$ cat src/rtl/ppu_pkg.sv
// Shared types and constants for the PPU sprite-RAM DMA block.
package ppu_pkg;

  typedef enum logic [2:0] {
    IDLE,
    HALT,
    ALIGN,
    READ,
    WRITE
  } dma_state_t;

  localparam logic [15:0] PPU_OAM_DMA_ADDR = 16'h4014;
  localparam int          PPU_OAM_XFER_LEN = 256;

endpackage

$ cat src/rtl/ppu_spr_port_mux.sv
// Sprite-RAM write port: DMA owns the port while busy, otherwise the $2004 path passes through.
module ppu_spr_port_mux (
  input  logic       dma_own_in,
  input  logic       dma_wr_in,
  input  logic [7:0] dma_a_in,
  input  logic [7:0] dma_d_in,
  input  logic       ri_wr_in,
  input  logic [7:0] ri_a_in,
  input  logic [7:0] ri_d_in,
  output logic       wr_out,
  output logic [7:0] a_out,
  output logic [7:0] d_out,
  output logic       drop_out
);

  assign wr_out   = dma_own_in ? dma_wr_in : ri_wr_in;
  assign a_out    = dma_own_in ? dma_a_in  : ri_a_in;
  assign d_out    = dma_own_in ? dma_d_in  : ri_d_in;
  // A $2004 write that arrives while DMA owns the port is lost; flag it.
  assign drop_out = dma_own_in & ri_wr_in;

endmodule

$ cat src/rtl/ppu_oam_dma.sv
// $4014 sprite DMA: halts the CPU and copies one CPU page into sprite RAM starting at the OAM pointer.
module ppu_oam_dma
  import ppu_pkg::*;
#(
  parameter logic [15:0] DMA_REG_ADDR = PPU_OAM_DMA_ADDR,
  parameter int          XFER_LEN     = PPU_OAM_XFER_LEN
) (
  input  logic        clk_in,
  input  logic        rst_n_in,
  input  logic        cpu_cycle_in,
  input  logic [15:0] cpu_addr_in,
  input  logic        cpu_wr_in,
  input  logic [7:0]  cpu_data_in,
  input  logic [7:0]  dma_data_in,
  input  logic        ri_spr_ram_wr_in,
  input  logic [7:0]  ri_spr_ram_a_in,
  input  logic [7:0]  ri_spr_ram_d_in,
  output logic        cpu_rdy_out,
  output logic        dma_busy_out,
  output logic        dma_rd_out,
  output logic [15:0] dma_addr_out,
  output logic        spr_ram_wr_out,
  output logic [7:0]  spr_ram_a_out,
  output logic [7:0]  spr_ram_d_out,
  output logic        ri_drop_out
);

  localparam logic [7:0] LAST_IDX = 8'(XFER_LEN - 1);

  dma_state_t state_q, state_d;
  logic [7:0] idx_q, idx_d;
  logic [7:0] page_q, page_d;
  logic [7:0] base_q, base_d;
  logic [7:0] data_q, data_d;
  logic       parity_q;

  logic       dma_own;
  logic       dma_wr;
  logic [7:0] dma_a;

  always_ff @(posedge clk_in or negedge rst_n_in) begin
    if (!rst_n_in) begin
      state_q  <= IDLE;
      idx_q    <= '0;
      page_q   <= '0;
      base_q   <= '0;
      data_q   <= '0;
      parity_q <= 1'b0;
    end else begin
      state_q  <= state_d;
      idx_q    <= idx_d;
      page_q   <= page_d;
      base_q   <= base_d;
      data_q   <= data_d;
      parity_q <= parity_q ^ cpu_cycle_in;
    end
  end

  always_comb begin
    state_d = state_q;
    idx_d   = idx_q;
    page_d  = page_q;
    base_d  = base_q;
    data_d  = data_q;
    if (cpu_cycle_in) begin
      case (state_q)
        IDLE: begin
          if (cpu_wr_in && (cpu_addr_in == DMA_REG_ADDR)) begin
            page_d  = cpu_data_in;
            base_d  = ri_spr_ram_a_in;
            idx_d   = '0;
            state_d = HALT;
          end
        end
        // The cycle after HALT has the opposite parity; reads must land on parity 0.
        HALT:  state_d = parity_q ? READ : ALIGN;
        ALIGN: state_d = READ;
        READ: begin
          data_d  = dma_data_in;
          state_d = WRITE;
        end
        WRITE: begin
          if (idx_q == LAST_IDX) begin
            idx_d   = '0;
            state_d = IDLE;
          end else begin
            idx_d   = idx_q + 8'd1;
            state_d = READ;
          end
        end
        default: state_d = IDLE;
      endcase
    end
  end

  always_comb begin
    cpu_rdy_out  = (state_q == IDLE);
    dma_busy_out = (state_q != IDLE);
    dma_own      = (state_q != IDLE);
    dma_rd_out   = (state_q == READ);
    dma_addr_out = (state_q == READ) ? {page_q, idx_q} : 16'h0000;
    dma_wr       = (state_q == WRITE) && cpu_cycle_in;
    // OAM destination wraps within the 256-byte sprite RAM.
    dma_a        = base_q + idx_q;
  end

  ppu_spr_port_mux u_port_mux (
    .dma_own_in (dma_own),
    .dma_wr_in  (dma_wr),
    .dma_a_in   (dma_a),
    .dma_d_in   (data_q),
    .ri_wr_in   (ri_spr_ram_wr_in),
    .ri_a_in    (ri_spr_ram_a_in),
    .ri_d_in    (ri_spr_ram_d_in),
    .wr_out     (spr_ram_wr_out),
    .a_out      (spr_ram_a_out),
    .d_out      (spr_ram_d_out),
    .drop_out   (ri_drop_out)
  );

endmodule

$ cat config.mk
export PLATFORM = sky130hd
export DESIGN_NAME = ppu_oam_dma
export DESIGN_NICKNAME = d
export VERILOG_FILES = /design/src/rtl/ppu_pkg.sv /design/src/rtl/ppu_spr_port_mux.sv /design/src/rtl/ppu_oam_dma.sv
export SDC_FILE = /design/constraint.sdc
export NUM_CORES = 1
export LEC_CHECK = 0
export ABC_AREA = 1
export CORE_MARGIN = 4
export CORE_UTILIZATION = 40
export CTS_BUF_LIST = sky130_fd_sc_hd__clkbuf_4
export CTS_CLUSTER_DIAMETER = 80
export CTS_CLUSTER_SIZE = 25
export DETAILED_ROUTE_END_ITERATION = 6
export PLACE_DENSITY = 0.83
export RECOVER_POWER = 100
export SYNTH_ARGS = -nofsm -noshare
export SYNTH_HDL_FRONTEND = slang
export SYNTH_SLANG_ARGS = --single-unit
$ cat constraint.sdc
create_clock -name clk_in -period 1.6 [get_ports clk_in]
set_input_delay 0.32 -clock clk_in [delete_from_list [all_inputs] [get_ports clk_in]]
set_output_delay 0.32 -clock clk_in [all_outputs]
set_load 0.01 [all_outputs]
==> flow_summary_export.csv <==
group,metric,value,unit
outcome,status,"finished with violations",
outcome,violations,"negative setup slack",
grt,grt_pass1_wl,11950,um
route,drt_pre_antenna_iters,4,
sta,tightestPinTransition,0.9758,ns
power,p_switching,2261,uW
power,p_int,3355,uW
worst_setup_path,critPathLaunchType,"flip-flop",
finish,final_cell_mix,"66 x nand2_1, 51 x clkdlybuf4s50_1, 48 x inv_1",
power,power_density,1233,nW/um^2
finish,fin_nets,559,
job,maxCapViolations,0,
grt,antenna_found_initial,0,
sta,fmax,430.7,MHz
route,vias,2769,
sta,setup_viol,63,
worst_setup_path,cp-end-kind,"primary output",
placed_design,numPortBuffers,89,
sta,timing.final.hold_violations,0,
power,power_frac_comb,67.9,%
floorplanning,io_pins,90,
power,p_seq_share,22.8,%
grt,grt_overflow_total,0,
floorplanning,core_area,6061,sq um
route,dr.first_iter.drc_count,118,
yosys,synth-seq-cells,36,
worst_setup_path,worstPathRequired,1.28,ns
yosys,ys_warn_count,0,
clock_tree,cts_tree,"yes",
sta,final_max_slew_viol_count,0,
finish,final_common_cell,"nand2_1",
grt,first_global_vias,2635,
placed_design,dp_hpwl,5305,um
floorplanning,rows,28,
yosys,synth_fp_nets,388,
yosys,syn-instance-count,326,
clock_tree,clockBufferDepth,2,
sta,rsz0062_at_grt,"yes",
hold_path,hold_path_class,"flip-flop to flip-flop",
grt,grt_max_degree,42,
finish,layout-drive-gt1-share,49.80,%
yosys,yosysSeqAreaShare,35.43,%
grt,gr-usage-all-layers,19.68,%
clock_tree,cts_buffers,5,
floorplanning,dieArea,7696,sq um
clock_tree,ctsRootBufferMaster,"clkbuf_4",
floorplanning,die_x,87.73,um
clock_tree,clk_latency,0.36,ns
route,ant_nets,0,
finish,antenna_cells,0,
sta,finalCriticalPeriod,2.322,ns
worst_setup_path,critPathKind,"flip-flop to primary output",
finish,final_util,75.17,%
route,wl,8935,um
finish,fillers,400,
power,p_leak,0.002278,uW
clock_tree,h-tree-depth,2,
floorplanning,die_h,87.73,um
route,remaining_drc_errors,0,
power,clockPowerShare,9.3,%
sta,hold_ws,0.4964,ns
floorplanning,start_util,41.95,%
clock_tree,clkTransAtPathRegs,0.11,ns
worst_setup_path,critPathArrivalTime,2.00,ns
yosys,avgSynthCellArea,7.799,sq um
clock_tree,cts.sinks,36,
yosys,synth_cell_types,30,
finish,seq_area,902.1,sq um
finish,syn2layout_area_growth,79.18,%
sta,fin_ws,-0.7217,ns
yosys,netlist_area,2542,sq um
sta,finClkSkew,0.01147,ns
worst_setup_path,cp_max_fo,2,
sta,slew_headroom,34.95,%
power,switching_share,40.26,%
route,via_per_inst,4.832,
power,finalPower,5615,uW
power,vdd_ir_drop_max,1094,uV
finish,multi_input_area,1670,sq um
sta,finalCritPeriodShare,145.1,%
route,avgRoutedWirePerCell,15.59,um
placed_design,gp_congestion,0.8463,
sta,setup-tns-final,-18.44,ns
==> final timing paths <==
| check | startpoint | end | slack (ns) | cells after the start |
|---|---|---|---|---|
| min | parity_q$_DFF_PN0_ | parity_q$_DFF_PN0_ | 0.50 | 1 |
| max reg2reg | state_q[1]$_DFFE_PN0P_ | idx_q[3]$_DFFE_PN0P_ | -0.28 | 11 |
| max | base_q[0]$_DFFE_PN0P_ | spr_ram_a_out[6] | -0.72 | 9 |
| max in group asynchronous | rst_n_in | data_q[5]$_DFFE_PN0P_ | 0.15 | 3 |
| min reg2reg | parity_q$_DFF_PN0_ | parity_q$_DFF_PN0_ | 0.50 | 1 |
| min in group asynchronous | rst_n_in | page_q[1]$_DFFE_PN0P_ | 0.62 | 2 |
==> flip-flops by register name (all words and copies together), names as in the netlist <==
name / count
state_q: 3
parity_q: 1
data_q: 8
page_q: 8
idx_q: 8
base_q: 8
==> cell families (layout without fill, tap and decap cells) <==
logic type,Yosys count,after routing,synth area share (%)
buffers and inverters,67,239,11.66
DFF,36,36,35.43
AOI/OAI and AO/OA,32,32,8.858
and+or+nand+nor,164,164,31.15
muxes,8,8,4.725
adders and majority gates,9,9,4.725
xor gates and xnor gates,10,10,3.445
==> repair_timing <==
action / in CTS / in global routing
hold endpoints to repair: 15 / 0
hold buffers: 1 / 0
cloned: 0 / 6
resized for setup: 198 / 82
pin swaps: 21 / 23
setup buffers: 23 / 19
endpoints found under the setup margin: 37 / 62
==> critical path, cell delays in order, from the launching register on <==
cell and delay, ns:
dfrtp_1 0.37, ha_2 0.20, inv_2 0.04, fa_2 0.37
o21ai_2 0.17, nand2_1 0.09, nand3_1 0.09, nand3_2 0.09
nand2_1 0.11, buf_6 0.11
==> cell type report <==
class                      count  share of cell area, %
inverter                      58                  4.944
sequential                    36                  19.80
clock buffer                   7                  1.154
multi-input combinational    223                  36.67
clock inverter                 1                0.08239
tap                           75                  2.060
timing repair buffer         173                  35.29
==> power groups by stage <==
stage | Clock [uW] | Sequential, uW | Combinational [uW]
finish | 524 | 1280 | 3810
global placement | 0 | 1260 | 2640
global route | 584 | 1300 | 4050
detailed placement | 0 | 1260 | 2710
CTS | 537 | 1260 | 3130
floorplan | 0 | 1270 | 1290
==> cell usage after synthesis <==
library cell / count / area [sq um]
nand2_1: 84 / 315.3
or2_1: 1 / 6.260
mux2_4: 8 / 120.1
and2_1: 1 / 6.260
nand3_2: 3 / 30.03
xor2_1: 7 / 61.31
xnor2_1: 3 / 26.28
nand2_2: 18 / 112.6
ha_1: 8 / 100.1
buf_2: 3 / 15.01
fa_1: 1 / 20.02
a21o_1: 1 / 7.510
nor2_2: 2 / 12.51
nor2_4: 3 / 33.78
nand2_4: 2 / 22.52
o21ai_1: 4 / 20.02
a21oi_1: 5 / 25.02
o21ai_0: 5 / 25.02
nand4_4: 1 / 21.27
dfrtp_1: 36 / 900.9
inv_2: 5 / 18.77
nor2_1: 25 / 93.84
nand3_1: 19 / 95.09
nor3_2: 3 / 30.03
buf_6: 5 / 56.30
inv_1: 53 / 198.9
nand4_1: 2 / 12.51
o21ai_2: 16 / 140.1
buf_4: 1 / 7.510
o31ai_1: 1 / 7.510
==> through the flow <==
step	instance area, sq um	setup WS (ns)	cells
after CTS	4060	-0.6654	553
after detailed placement	3849	-0.6629	523
final	4556	-0.7217	573
after global placement	3849	-0.6084	523
after global routing	4556	-0.8202	573
after floorplan	2595	-0.1313	326
==> layer usage <==
metal | vias up | GRT usage (%) | share of wire, %
met2 | 93 | 36.64 | 54
met4 | 0 | 6.974 | 2.8
li1 | 1347 | - | -
met5 | - | 0 | 0
met1 | 1307 | 21.78 | 37
met3 | 22 | 4.421 | 6.3
Note: power is estimated with default switching activity, not from simulation.
